$ cat src/rtl/io_debounce_pkg.sv
// Shared types and constants for the board input debounce slice.
// Channel map: KEY[2:0] on bits [2:0], SW[9:0] on bits [12:3].
package io_debounce_pkg;

  typedef enum logic {
    ST_STABLE,
    ST_COUNT
  } db_state_e;

  localparam int KEY_CH   = 3;
  localparam int SW_CH    = 10;
  localparam int DB_WIDTH = KEY_CH + SW_CH;

  // Push-buttons idle high on the board
  localparam logic [DB_WIDTH-1:0] DEF_ACTIVE_LOW_MASK =
    13'h0007;

endpackage

$ cat src/rtl/io_debounce_channel.sv
// One debounce channel: 2-flop synchroniser, stability FSM,
// acceptance counter and registered level/edge outputs.
module debounce_channel
  import io_debounce_pkg::*;
#(
  parameter int   DEBOUNCE_CYCLES = 250000,
  parameter logic ACTIVE_LOW      = 1'b0
) (
  input  logic i_clk,
  input  logic i_reset,
  input  logic i_raw,
  output logic o_level,
  output logic o_rise,
  output logic o_fall
);

  localparam int CW = $clog2(DEBOUNCE_CYCLES);
  localparam logic [CW-1:0] CNT_LAST =
    CW'(DEBOUNCE_CYCLES - 1);

  logic          meta;
  logic          sync;
  logic          stable;
  logic          stable_d;
  logic          level_d;
  db_state_e     state;
  db_state_e     state_d;
  logic [CW-1:0] cnt;
  logic [CW-1:0] cnt_d;

  always_ff @(posedge i_clk or posedge i_reset) begin
    if (i_reset) begin
      meta <= ACTIVE_LOW;
      sync <= ACTIVE_LOW;
    end else begin
      meta <= i_raw;
      sync <= meta;
    end
  end

  always_ff @(posedge i_clk or posedge i_reset) begin
    if (i_reset) begin
      state  <= ST_STABLE;
      cnt    <= '0;
      stable <= ACTIVE_LOW;
    end else begin
      state  <= state_d;
      cnt    <= cnt_d;
      stable <= stable_d;
    end
  end

  // Any sample equal to the accepted value drops all credit
  always_comb begin
    state_d  = state;
    cnt_d    = cnt;
    stable_d = stable;
    unique case (state)
      ST_STABLE: begin
        if (sync != stable) begin
          state_d = ST_COUNT;
          cnt_d   = CW'(1);
        end else begin
          cnt_d = '0;
        end
      end
      ST_COUNT: begin
        if (sync == stable) begin
          state_d = ST_STABLE;
          cnt_d   = '0;
        end else if (cnt == CNT_LAST) begin
          stable_d = sync;
          state_d  = ST_STABLE;
          cnt_d    = '0;
        end else begin
          cnt_d = cnt + 1'b1;
        end
      end
    endcase
  end

  assign level_d = stable ^ ACTIVE_LOW;

  always_ff @(posedge i_clk or posedge i_reset) begin
    if (i_reset) begin
      o_level <= 1'b0;
      o_rise  <= 1'b0;
      o_fall  <= 1'b0;
    end else begin
      o_level <= level_d;
      o_rise  <= level_d & ~o_level;
      o_fall  <= ~level_d & o_level;
    end
  end

endmodule

$ cat src/rtl/io_debounce.sv
// Debounced KEY/SW conditioning for the core's switch/key ports.
// Optional sticky press register: IO_DEBOUNCE_EVENT_LATCH_EN.
module io_debounce
  import io_debounce_pkg::*;
#(
  parameter int WIDTH           = 13,
  parameter int DEBOUNCE_CYCLES = 250000,
  parameter logic [WIDTH-1:0] ACTIVE_LOW_MASK =
    WIDTH'(DEF_ACTIVE_LOW_MASK)
) (
  input  logic             i_clk,
  input  logic             i_reset,
  input  logic [WIDTH-1:0] i_raw,
`ifdef IO_DEBOUNCE_EVENT_LATCH_EN
  input  logic             i_evt_clr,
  output logic [WIDTH-1:0] o_evt_latched,
`endif
  output logic [WIDTH-1:0] o_level,
  output logic [WIDTH-1:0] o_rise,
  output logic [WIDTH-1:0] o_fall,
  output logic             o_any_event
);

  for (genvar g = 0; g < WIDTH; g++) begin : g_ch
    debounce_channel #(
      .DEBOUNCE_CYCLES (DEBOUNCE_CYCLES),
      .ACTIVE_LOW      (ACTIVE_LOW_MASK[g])
    ) u_ch (
      .i_clk   (i_clk),
      .i_reset (i_reset),
      .i_raw   (i_raw[g]),
      .o_level (o_level[g]),
      .o_rise  (o_rise[g]),
      .o_fall  (o_fall[g])
    );
  end

  assign o_any_event = |(o_rise | o_fall);

`ifdef IO_DEBOUNCE_EVENT_LATCH_EN
  // Set has priority so a press coinciding with a clear survives
  always_ff @(posedge i_clk or posedge i_reset) begin
    if (i_reset) begin
      o_evt_latched <= '0;
    end else begin
      o_evt_latched <=
        (o_evt_latched & ~{WIDTH{i_evt_clr}}) | o_rise;
    end
  end
`endif

endmodule

$ cat config.mk
export PLATFORM = sky130hd
export DESIGN_NAME = io_debounce
export DESIGN_NICKNAME = d
export VERILOG_FILES = /design/src/rtl/io_debounce_pkg.sv /design/src/rtl/io_debounce_channel.sv /design/src/rtl/io_debounce.sv
export SDC_FILE = /design/constraint.sdc
export NUM_CORES = 1
export LEC_CHECK = 0
export CORE_ASPECT_RATIO = 0.5
export CORE_MARGIN = 4
export CORE_UTILIZATION = 50
export CTS_BUF_LIST = sky130_fd_sc_hd__clkbuf_4
export CTS_CLUSTER_DIAMETER = 30
export DETAILED_ROUTE_END_ITERATION = 10
export PLACE_DENSITY = 0.73
export SYNTH_ARGS = -nofsm -noshare
export SYNTH_HDL_FRONTEND = slang
export SYNTH_SLANG_ARGS = --single-unit
$ cat constraint.sdc
create_clock -name i_clk -period 10.35 [get_ports i_clk]
set_input_delay 2.07 -clock i_clk [delete_from_list [all_inputs] [get_ports i_clk]]
set_output_delay 2.07 -clock i_clk [all_outputs]
set_load 0.05 [all_outputs]
* Word level (Yosys, flattened, before mapping)
Index checks and enable logic that the tools add are counted.
Operators by class: reduce and logical (&&, ||, !) cells 14, bitwise operators 79, multiplexer cells 104, add/subtract/negate cells 13, equality and inequality tests 39
Operators with widths (number):
- 18-bit 2-to-1 mux | 26
- 18-bit case mux with 2 select lines | 13
- 18-bit by 1-bit adder with 18-bit output (second input constant) | 13
- 18-bit == test (second input constant) | 13
- 1-bit 2-to-1 mux | 52
- 1-bit inverter | 52
- 3-bit AND reduction | 13
- 1-bit AND | 26
- 1-bit case mux with 2 select lines | 13
- 1-bit == test | 13
- 1-bit != test | 13
- 13-bit OR | 1
- 13-bit OR reduction | 1
Word-level totals: bits of input ports 15, register bits 325, output and inout bits 40, word-level logic and storage cells 353

* Logic depth before layout (Yosys ltp)
Gate-level depths: netlist of the first run.
depth in word-level cells 4, gate-level depth with buffers 6, mapped depth without buffers 5

* Hierarchy
A second synthesis of the first run with hierarchy kept.
Unflattened totals: cell total of the unflattened synthesis 1403, area, all modules 14991.9 um2
Modules (own cells, without submodules):
- debounce_channel (g_ch[10].u_ch ...) | cells an instance 107, area an instance 1147.4 um2, times used 10
- debounce_channel (g_ch[0].u_ch ...) | cells an instance 108, area an instance 1152.4 um2, times used 3
- io_debounce | cells an instance 9, area an instance 61.3 um2, times used 1

* Worst setup path after synthesis of the first run
No wires, ideal clock.
path kind flip-flop to output port, start register g_ch[3].u_ch.o_fall, end output o_any_event, cell stages (with the launch flop) 4, arrival time 1579 ps, buffers on the path 0, setup slack 6701 ps, cell sequence dfrtp_1 -> or4_1 -> nor4_1 -> nand4_1
Between the ends: cells in the longest elaborated chain, start to end 2
Ends and longest elaborated chain:
- start, declared | line io_debounce_channel.sv:14 | output logic o_fall
- start signal, assigned | line io_debounce_channel.sv:92 | o_fall <= ~level_d & o_level;
- 13-bit OR | line io_debounce.sv:38 | assign o_any_event = |(o_rise | o_fall);
- 13-bit OR reduction | line io_debounce.sv:38
- end, declared | line io_debounce.sv:21 | output logic o_any_event
Every way passes these cells.

* Worst setup path in the final report of the first run
Ends and elaborated chain as after synthesis.

==> summary.md, run 1 <==
| Metric | Value |
|---|---|
| Outcome | completed |
| Tot GR Track Use | 0.184 |
| Die Wd | 252 um |
| Asr flop ratio synth | 1.00 |
| Clk sinks | roughly 330 |
| Post-synth EDFFs | 0 |
| Top delay family on crit path | simple AND/OR/NAND/NOR gates |
| Worst-path clk slew | about 0.070 ns |
| Worst-Margin Slew | 1.07 ns |
| Max clock buf depth | 3 |
| Synthesized area per cell | slightly above 10 um^2 |
| Stages on worst setup path | 4 |
| Hold Path Cell Cnt | 0 |
| Top cell type's share of synthesized area | 0.531 |
| # Max-Cap Violations | 0 |
| Mapped Cells | 1452 |
| Fin Setup TNS | 0 ns |
| WL final | about 29000 um |
| Main area contributors after synthesis | dfrtp_1 (53%), xnor2_1 (10%), nor2_1 (6.7%) |
| Number of core rows | 44 |
| Post-route cell area | 16500 um^2 |
| Worst Path Required | ~8.3 ns |
| PostCTS Resize Cnt | 0 |
| Synth cell count leaders | dfrtp_1 (316), nor2_1 (264), xnor2_1 (173), nor4_1 (87), nand3_1 (86) |
| Final setup skew | 0.0333 ns |
| CP peak stage delay | approximately 0.72 ns |
| First-pass GRT wire length | approximately 51000 um |
| Post-CTS setup buffers | 0 |
| IO Pins | 55 |
| Layout cells sized above 1 | 0.0997 |
| # port buffers | between 50 and 60 |
| CP max FO | 2 |
| Hold Path Class | reg -> reg |
| Avg WL per Cell | 14.8 um |
| Via Count | roughly 11000 |
| Clock Latency Late Sink | 0.73 ns |
| Final hold vios | 0 |
| CTS tree | done |
| Critical Path Sink Type | output pin |
| Setup CP Type | reg -> out |
| Post-synthesis instance area | 14900 um^2 |
| # fillers | between 2000 and 2500 |
| DIE HEIGHT | 130 um |
| Fin crit period | just under 5 ns |
| Power per cell area | roughly 140 nW/um^2 |
| Worst path bufs/invs | 1 |
| Arr. time, crit path | 2.79 ns |
| DIE AREA | approximately 33000 um^2 |
| Area growth syn-to-layout | 11.1% |
| Post-CTS Hold Buffers | 0 |
| Final Max Slew Viols | 0 |
| Rel. slew slack | 0.285 |
| Total CTS buffers | 76 |
| Lkg Pwr | 6.48 nW |
| GPL Wtd Cong | 0.856 |
| CP max stage cell | clkdlybuf4s50_1 |
| GRT Residual Overflow | 0 |
| Fin worst setup slack | around 5.5 ns |
| Root Driver | clkbuf_4 |
| Fin crit share | 0.469 |
| Cells along the critical path | or4_1 > nor4_1 > nand4_1 > clkdlybuf4s50_1 |
| Peak VDD IR | ~0.054 mV |
| H-tree levels | 3 |
| DRC | 0 |
| Post-DP HPWL | about 20000 um |
| Detail Route Antenna Nets | 0 |
| Drt first pass iters | 5 |
| Endpoints failing setup | 0 |
| Synth Register Bits | 325 |
| RSZ-0062 raised after global routing | false |
| DR vias/cell | 5.43 |
| Reg2Reg Depth | 5 |
| Placed inst area | about 16000 um^2 |
| CP startpoint kind | register |
| Post-place setup slack | around 6 ns |
| Fmax | a little over 200 MHz |
| Count leader, synth | dfrtp_1 |
| Largest area contributor in the netlist | dfrtp_1 |
| Syn Nets | about 1500 |
| NumNets Final | 1559 |
| Post-synthesis sequential area ratio | 0.547 |
| Largest net degree at the start of global routing | about 140 |
| Vias in the first global route | 10800 |
| DRT iter0 DRCs | around 650 |
| Core area | around 30000 um^2 |
| Initial core utilization | 0.510 |
| Most used DFF post-synth | dfrtp_1 |
| Warnings, synthesis | 0 |
| Initial antenna violation count | 1 |
| Yosys cell types | 47 |
per-stage QoR:
step                      power (mW)  hold WS, ns  std cells   util
after floorplan                 1.37        0.331       1452      -
after global placement          1.39        0.333       1844  0.534
after detailed placement        1.39        0.336       1844  0.534
after CTS                       2.41        0.339       1976  0.566
after global routing            2.49        0.355       1977  0.567
final                           2.38        0.345       1978  0.567
path summary, 6_finish.rpt:
kind                                         to  slack (ns)           startpoint
setup / recovery                    o_any_event        5.49  g_ch[3].u_ch.o_fall
hold / removal                g_ch[1].u_ch.sync        0.34    g_ch[1].u_ch.meta
setup reg to reg           g_ch[9].u_ch.cnt[16]        7.77  g_ch[9].u_ch.cnt[0]
hold reg to reg               g_ch[1].u_ch.sync        0.34    g_ch[1].u_ch.meta
max in group asynchronous   g_ch[6].u_ch.cnt[8]        6.88              i_reset
min in group asynchronous   g_ch[2].u_ch.cnt[2]        1.91              i_reset
final cells by class:
type / count / area, um^2 / share of cell area
antenna: 2 / 5.00 / 0.000303
clock buffer: 115 / 863 / 0.0522
clock inverter: 17 / 71.3 / 0.00431
inverter: 63 / 240 / 0.0145
multi-input combinational: 1006 / 6130 / 0.371
sequential: 325 / 8140 / 0.493
tap: 391 / 489 / 0.0296
timing repair buffer: 59 / 591 / 0.0357
sequential cells by signal, summed over array words and instances (netlist names):
| register | flops |
|---|---|
| g_ch.u_ch.level_d | 10 |
| g_ch.u_ch.cnt | 234 |
| g_ch.u_ch.stable | 3 |
| g_ch.u_ch.o_level | 13 |
| g_ch.u_ch.sync | 13 |
| g_ch.u_ch.state | 13 |
| g_ch.u_ch.o_rise | 13 |
| g_ch.u_ch.o_fall | 13 |
| g_ch.u_ch.meta | 13 |
power breakdown:
group	leakage, nW	switching [mW]	total [mW]	internal [mW]
Sequential	4.39	0.0123	1.30	1.28
Clock	0.569	0.506	1.01	0.507
Combinational	1.53	0.0482	0.0664	0.0182
kinds of logic (layout without fill, tap and decap cells):
family          Yosys count  after routing  synth area share
compound gates           63             63            0.0278
xor+xnor                195            195             0.115
fa+ha+maj                13             13            0.0109
buf+inv                 121            254            0.0409
flops                   325            325             0.547
mux                      24             24            0.0172
other cells               0              2                 0
simple gates            711            711             0.241
cells in the final DEF (no fill, tap or decap), types with 4 or more instances in the layout:
master	Yosys	final
nand4_1	62	62
clkinv_1	0	10
mux2i_1	11	11
nor4_1	87	87
inv_1	63	62
xnor2_1	173	173
clkbuf_4	0	115
a21oi_1	16	16
ha_1	13	13
nor2b_1	23	23
dfrtp_1	316	316
o221ai_1	5	5
nor2_1	264	264
or3_1	11	11
a211oi_1	13	13
nand2b_1	12	12
and3_1	18	18
dfstp_2	9	9
or4_1	14	14
xor2_1	22	22
a21o_1	5	5
nand3_1	86	86
buf_4	40	4
mux2_2	12	12
o21ai_1	5	5
clkdlybuf4s50_1	0	54
nand2_1	46	46
o21ai_0	11	11
nor4b_1	9	9
nor3_1	59	59
layer usage:
layer,wire length [um],share of wire,vias to the layer above,global-route usage
met5,0,0,-,0
met4,772,0.026,0,0.0749
met3,1170,0.040,60,0.0394
met2,14400,0.49,211,0.313
met1,12900,0.44,5239,0.234
li1,-,-,5228,-
No activity file was read; power rests on OpenSTA's default activity.
==> inputs of run 2 (changes only) <==
--- a/config.mk
+++ b/config.mk
@@ -11,7 +11,7 @@
 export CTS_BUF_LIST = sky130_fd_sc_hd__clkbuf_4
 export CTS_CLUSTER_DIAMETER = 30
 export DETAILED_ROUTE_END_ITERATION = 10
-export PLACE_DENSITY = 0.73
+export PLACE_DENSITY = 0.7
 export SYNTH_ARGS = -nofsm -noshare
 export SYNTH_HDL_FRONTEND = slang
 export SYNTH_SLANG_ARGS = --single-unit
==> constraint.sdc (replaced) <==
create_clock -name i_clk -period 4.9 [get_ports i_clk]
set_input_delay 0.98 -clock i_clk [delete_from_list [all_inputs] [get_ports i_clk]]
set_output_delay 0.98 -clock i_clk [all_outputs]
set_load 0.05 [all_outputs]
==> summary.md, run 2 (synthesis results as in run 1) <==
| Metric | Value |
|---|---|
| DIE AREA | 32800 um^2 (unchanged) |
| Top delay family on crit path | simple AND/OR/NAND/NOR gates |
| Largest net degree at the start of global routing | 199 (+39%) |
| Largest register FFs | 234 (unchanged) |
| Cells along the critical path | or4_1 > nor4_1 > nand4_1 > clkdlybuf4s50_1 |
| DIE HEIGHT | 130 um (unchanged) |
| Vias in the first global route | 10400 (-3.4%) |
| RSZ-0062 raised after global routing | false |
| Clock Latency Late Sink | 0.77 ns (+0.04 ns) |
| DRT iter0 DRCs | 771 (+18%) |
| Peak VDD IR | 0.156 mV (+190%) |
| Fin util | 0.570 (+0.00309) |
| Worst-path clk slew | 0.07 ns (about the same) |
| Worst-Margin Slew | 1.06 ns (-0.00217 ns) |
| Fin Setup TNS | 0 ns (unchanged) |
| Fin crit share | 0.765 |
| Worst Path Required | 3.92 ns (-4.36 ns) |
| Final Max Slew Viols | 0 (unchanged) |
| Die Wd | 252 um (unchanged) |
| Critical Path Sink Type | output pin |
| DRC | 0 (unchanged) |
| Non-Filler Instances | 1983 (+0.25%) |
| Number of core rows | 44 (unchanged) |
| Core area | 29200 um^2 (unchanged) |
| GPL Wtd Cong | 0.841 (-1.8%) |
| Final hold vios | 0 (unchanged) |
| # Max-Cap Violations | 0 (unchanged) |
| Setup CP Type | reg -> out |
| H-tree levels | 3 (unchanged) |
| Detail Route Antenna Nets | 0 (unchanged) |
| # port buffers | 54 (unchanged) |
| # fillers | 2423 (-1.7%) |
| Initial core utilization | 0.510 (unchanged) |
| Final setup skew | 0.0418 ns (+0.00844 ns) |
| Clk sinks | 325 (unchanged) |
| Total CTS buffers | 76 (unchanged) |
| Layout cells sized above 1 | 0.0995 (-0.000188) |
| IO Pins | 55 (unchanged) |
| Drt first pass iters | 5 (unchanged) |
| Outcome | completed |
| R2r setup slk | 2.35 ns (-5.42 ns) |
| Initial antenna violation count | 2 (+1) |
| Post-CTS setup buffers | 0 (unchanged) |
| DR vias/cell | 5.37 (-1.2%) |
| CP max FO | 2 (unchanged) |
| CP peak stage delay | 0.72 ns (about the same) |
| Placed inst area | 15600 um^2 (unchanged) |
| CP max stage cell | clkdlybuf4s50_1 |
| WL final | 28600 um (-2.4%) |
| CTS tree | done |
| Most common cell after layout, fill and taps aside | dfrtp_1 |
| Worst path bufs/invs | 1 (unchanged) |
| Tot GR Track Use | 0.179 (-0.00448) |
| Rel. slew slack | 0.287 (+0.00146) |
| Inst Count DP | 1844 (unchanged) |
| Total power draw | 5.16 mW (+120%) |
| Lkg Pwr | 6.52 nW (+0.51%) |
| GRT Residual Overflow | 0 (unchanged) |
| Power per cell area | 311 nW/um^2 (+120%) |
| Post-route cell area | 16600 um^2 (+0.54%) |
| Fin crit period | roughly 3.8 ns |
| Area growth syn-to-layout | 11.7% |
| NumNets Final | 1559 (unchanged) |
| Root Driver | clkbuf_4 |
| Hold Path Class | reg -> reg |
| PostCTS Resize Cnt | 0 (unchanged) |
| First-pass GRT wire length | 49100 um (-2.9%) |
| Most flop-heavy register | g_ch.u_ch.cnt |
| Max clock buf depth | 3 (unchanged) |
| Post-CTS Hold Buffers | 0 (unchanged) |
| Arr. time, crit path | 2.77 ns (-0.02 ns) |
| Endpoints failing setup | 0 (unchanged) |
| CP startpoint kind | register |
| Via Count | 10600 (-0.90%) |
| Post-DP HPWL | 18900 um (-3.6%) |
| Commonest cells after routing, fill and taps aside | dfrtp_1 (316), nor2_1 (264), xnor2_1 (173) |
| Avg WL per Cell | 14.4 um (-2.7%) |
| Fmax | ~270 MHz |
run 2: final cells by class:
class | count | area (um^2) | area share
sequential | 325 | 8140 | 0.490
multi-input combinational | 1006 | 6130 | 0.369
clock buffer | 112 | 841 | 0.0506
timing repair buffer | 59 | 591 | 0.0355
tap | 391 | 489 | 0.0294
inverter | 63 | 240 | 0.0145
clock inverter | 23 | 179 | 0.0108
antenna | 4 | 10.0 | 0.000602
run 2: per-stage QoR:
stage / worst slack [ns] / hold WS [ns]
after global placement: 1.91 / 0.332
after floorplan: -0.409 / 0.331
after global routing: 0.954 / 0.353
after CTS: 1.05 / 0.332
final: 1.15 / 0.335
after detailed placement: 1.91 / 0.336
run 2: layer usage:
| layer | track usage | wire length, um |
|---|---|---|
| met1 | 0.236 | 13100 |
| met2 | 0.292 | 13600 |
| met3 | 0.0494 | 1220 |
| met4 | 0.0635 | 674 |
| met5 | 0 | 0 |
run 2: path summary, 6_finish.rpt:
check | start | endpoint | cells past startpoint
setup reg to reg | g_ch[9].u_ch.cnt[0] | g_ch[9].u_ch.cnt[12] | 5
hold reg to reg | g_ch[10].u_ch.meta | g_ch[10].u_ch.sync | 0
setup / recovery | g_ch[3].u_ch.o_fall | o_any_event | 4
min in group asynchronous | i_reset | g_ch[1].u_ch.cnt[1] | 3
max in group asynchronous | i_reset | g_ch[10].u_ch.cnt[12] | 3
hold / removal | g_ch[10].u_ch.meta | g_ch[10].u_ch.sync | 0
run 2: where the power goes:
part / switching [mW] / internal (mW) / leakage (nW)
registers: 0.0250 / 2.71 / 4.39
logic: 0.101 / 0.0384 / 1.53
clock network: 1.07 / 1.21 / 0.602
total: 1.20 / 3.96 / 6.52
==> inputs of run 3 (changes only) <==
--- a/config.mk
+++ b/config.mk
@@ -11,7 +11,7 @@
 export CTS_BUF_LIST = sky130_fd_sc_hd__clkbuf_4
 export CTS_CLUSTER_DIAMETER = 30
 export DETAILED_ROUTE_END_ITERATION = 10
-export PLACE_DENSITY = 0.7
+export PLACE_DENSITY = 0.73
 export SYNTH_ARGS = -nofsm -noshare
 export SYNTH_HDL_FRONTEND = slang
 export SYNTH_SLANG_ARGS = --single-unit
==> constraint.sdc (replaced) <==
create_clock -name i_clk -period 3.3 [get_ports i_clk]
set_input_delay 0.66 -clock i_clk [delete_from_list [all_inputs] [get_ports i_clk]]
set_output_delay 0.66 -clock i_clk [all_outputs]
set_load 0.05 [all_outputs]
==> summary.md, run 3 (synthesis results as in run 1) <==
| Metric | Value |
|---|---|
| CP startpoint kind | register |
| Largest net degree at the start of global routing | 93 (-53%) |
| Net switching power | 1.76 mW (+47%) |
| Total CTS buffers | 76 (unchanged) |
| P_int | 5.72 mW (+44%) |
| Worst Setup SP | g_ch[3].u_ch.o_fall |
| Gate power share | 0.030 (+0.003) |
| Vias in the first global route | 10600 (+1.3%) |
| GPL Wtd Cong | 0.874 (+3.9%) |
| CP max FO | 2 (unchanged) |
| Peak VDD IR | 0.254 mV (+62%) |
| Post-route cell area | 16700 um^2 (+0.32%) |
| WL final | 28600 um (-0.13%) |
| Worst-path clk slew | 0.08 ns (about the same) |
| Area growth syn-to-layout | 12.1% |
| Top delay family on crit path | simple AND/OR/NAND/NOR gates |
| Most common cell after layout, fill and taps aside | dfrtp_1 |
| Fin util | 0.572 (+0.00184) |
| Fin crit share | 0.936 |
| Core area | 29200 um^2 (unchanged) |
| Hold Path Class | in -> async |
| Final setup skew | 0.0546 ns (+0.0128 ns) |
| Power per cell area | 449 nW/um^2 (+44%) |
| RSZ-0062 raised after global routing | false |
| Tot GR Track Use | 0.178 (-0.00171) |
| Worst hold slack | 0.318 ns (-0.0167 ns) |
| R2r setup slk | 0.97 ns (-1.38 ns) |
| Final Max Slew Viols | 0 (unchanged) |
| Cells along the critical path | or4_1 > nor4_1 > nand4_1 > dlygate4sd2_1 |
| Arr. time, crit path | 2.43 ns (-0.34 ns) |
| Initial antenna violation count | 1 (-1) |
| H-tree levels | 3 (unchanged) |
| Total power draw | 7.48 mW (+45%) |
| Flop pwr share | 0.544 (+0.013) |
| DR vias/cell | 5.40 (+0.70%) |
| IO Pins | 55 (unchanged) |
| Fin crit period | between 3 and 4 ns |
| DIE AREA | 32800 um^2 (unchanged) |
| Setup CP Type | reg -> out |
| Via Count | 10700 (+0.90%) |
| Lkg Pwr | 6.56 nW (+0.63%) |
| Worst-Margin Slew | 0.991 ns (-0.0719 ns) |
| GRT Residual Overflow | 0 (unchanged) |
| Worst Path Required | 2.64 ns (-1.28 ns) |
| CTS tree | done |
| DRC | 0 (unchanged) |
| Switching share of power | 0.236 (+0.00340) |
| First-pass GRT wire length | 48800 um (-0.59%) |
| Largest register FFs | 234 (unchanged) |
| Die Wd | 252 um (unchanged) |
| Reg2reg end | g_ch[9].u_ch.level_d |
| Worst path bufs/invs | 1 (unchanged) |
| # Max-Cap Violations | 0 (unchanged) |
| CP max stage cell | or4_1 |
| Root Driver | clkbuf_4 |
| Clk sinks | 325 (unchanged) |
| Initial core utilization | 0.510 (unchanged) |
| DIE HEIGHT | 130 um (unchanged) |
| Max clock buf depth | 3 (unchanged) |
| Commonest cells after routing, fill and taps aside | dfrtp_1 (316), nor2_1 (264), xnor2_1 (173) |
| Placed inst area | 15700 um^2 (+0.88%) |
| # port buffers | 54 (unchanged) |
| Outcome | completed |
| Fmax | between 300 and 400 MHz |
| Post-CTS setup buffers | 0 (unchanged) |
| Most flop-heavy register | g_ch.u_ch.cnt |
| Detail Route Antenna Nets | 0 (unchanged) |
| Critical Path Sink Type | output pin |
| DRT iter0 DRCs | 592 (-23%) |
| Clock Latency Late Sink | 0.73 ns (-0.04 ns) |
| Post-DP HPWL | 19300 um (+2.5%) |
| CP peak stage delay | 0.57 ns (-0.15 ns) |
| Endpoints failing setup | 0 (unchanged) |
| Drt first pass iters | 7 (+2) |
| Clock share of power | 0.426 (-0.016) |
| Avg WL per Cell | 14.4 um (-0.33%) |
| NumNets Final | 1569 (+0.64%) |
| Final hold vios | 0 (unchanged) |
| Reg2Reg Depth | 5 (unchanged) |
| Rel. slew slack | 0.335 (+0.0482) |
| Layout cells sized above 1 | 0.103 (+0.00395) |
| Number of core rows | 44 (unchanged) |
| Critical R2R Launch | g_ch[9].u_ch.cnt[0] |
[run 3: cell types whose count changed in the layout (fill, tap and decap cells not counted), moves of 2 or more]
cell / delta
buf_12: +5
buf_4: +5
diode_2: -3
bufinv_16: -2
clkbuf_4: -2
[run 3: per-stage QoR]
stage / setup slack [ns] / std cells / TNS (ns)
2_1_floorplan: -1.69 / 1452 / -538.51
3_3_place_gp: 0.646 / 1854 / 0
3_5_place_dp: 0.645 / 1854 / 0
4_1_cts: 0.109 / 1986 / 0
5_1_grt: 0.0571 / 1987 / 0
6_report: 0.212 / 1987 / 0
[run 3: how the worst max path moves through the flow]
| stage | endpoint | depth (start not counted) |
|---|---|---|
| 3_3_place_gp | o_any_event | 4 |
| 3_5_place_dp | o_any_event | 4 |
| 4_1_cts | o_any_event | 4 |
| 2_1_floorplan | g_ch[0].u_ch.cnt[0] | 1 |
| 5_1_grt | o_any_event | 4 |
| 6_report | o_any_event | 4 |
[run 3: what timing repair did]
| item | CTS | global route |
|---|---|---|
| endpoints found under the setup margin | 1 | 0 |
| hold buffers | 0 | 0 |
| resized for setup | 1 | 0 |
[run 3: cell type report]
class                      instances  area (um^2)
fill                            2475        12500
antenna                            1         2.50
multi-input combinational       1006         6130
clock inverter                    22          119
inverter                          63          240
tap                              391          489
sequential                       325         8140
timing repair buffer              69          727
clock buffer                     110          826
[run 3: power by group through the flow]
| stage | combinational (mW) | clock (mW) | sequential, mW |
|---|---|---|---|
| 2_1_floorplan | 0.152 | 0 | 4.13 |
| 3_3_place_gp | 0.225 | 0 | 4.14 |
| 3_5_place_dp | 0.235 | 0 | 4.14 |
| 4_1_cts | 0.236 | 3.32 | 4.07 |
| 5_1_grt | 0.265 | 3.55 | 4.07 |
| 6_report | 0.227 | 3.19 | 4.07 |
[run 3: worst reg2reg max path: cells and delay by family (launching register included)]
kind,cells,cell delay [ns]
fa+ha+maj,1,0.20
flops,1,0.39
mux,1,0.38
simple gates,3,1.25
[run 3: layer usage]
layer,vias to the layer above,global-route usage,part of all wire
li1,5227,-,-
met1,5297,0.225,0.44
met5,-,0,0
met4,0,0.0629,0.025
met2,164,0.298,0.50
met3,49,0.0502,0.038
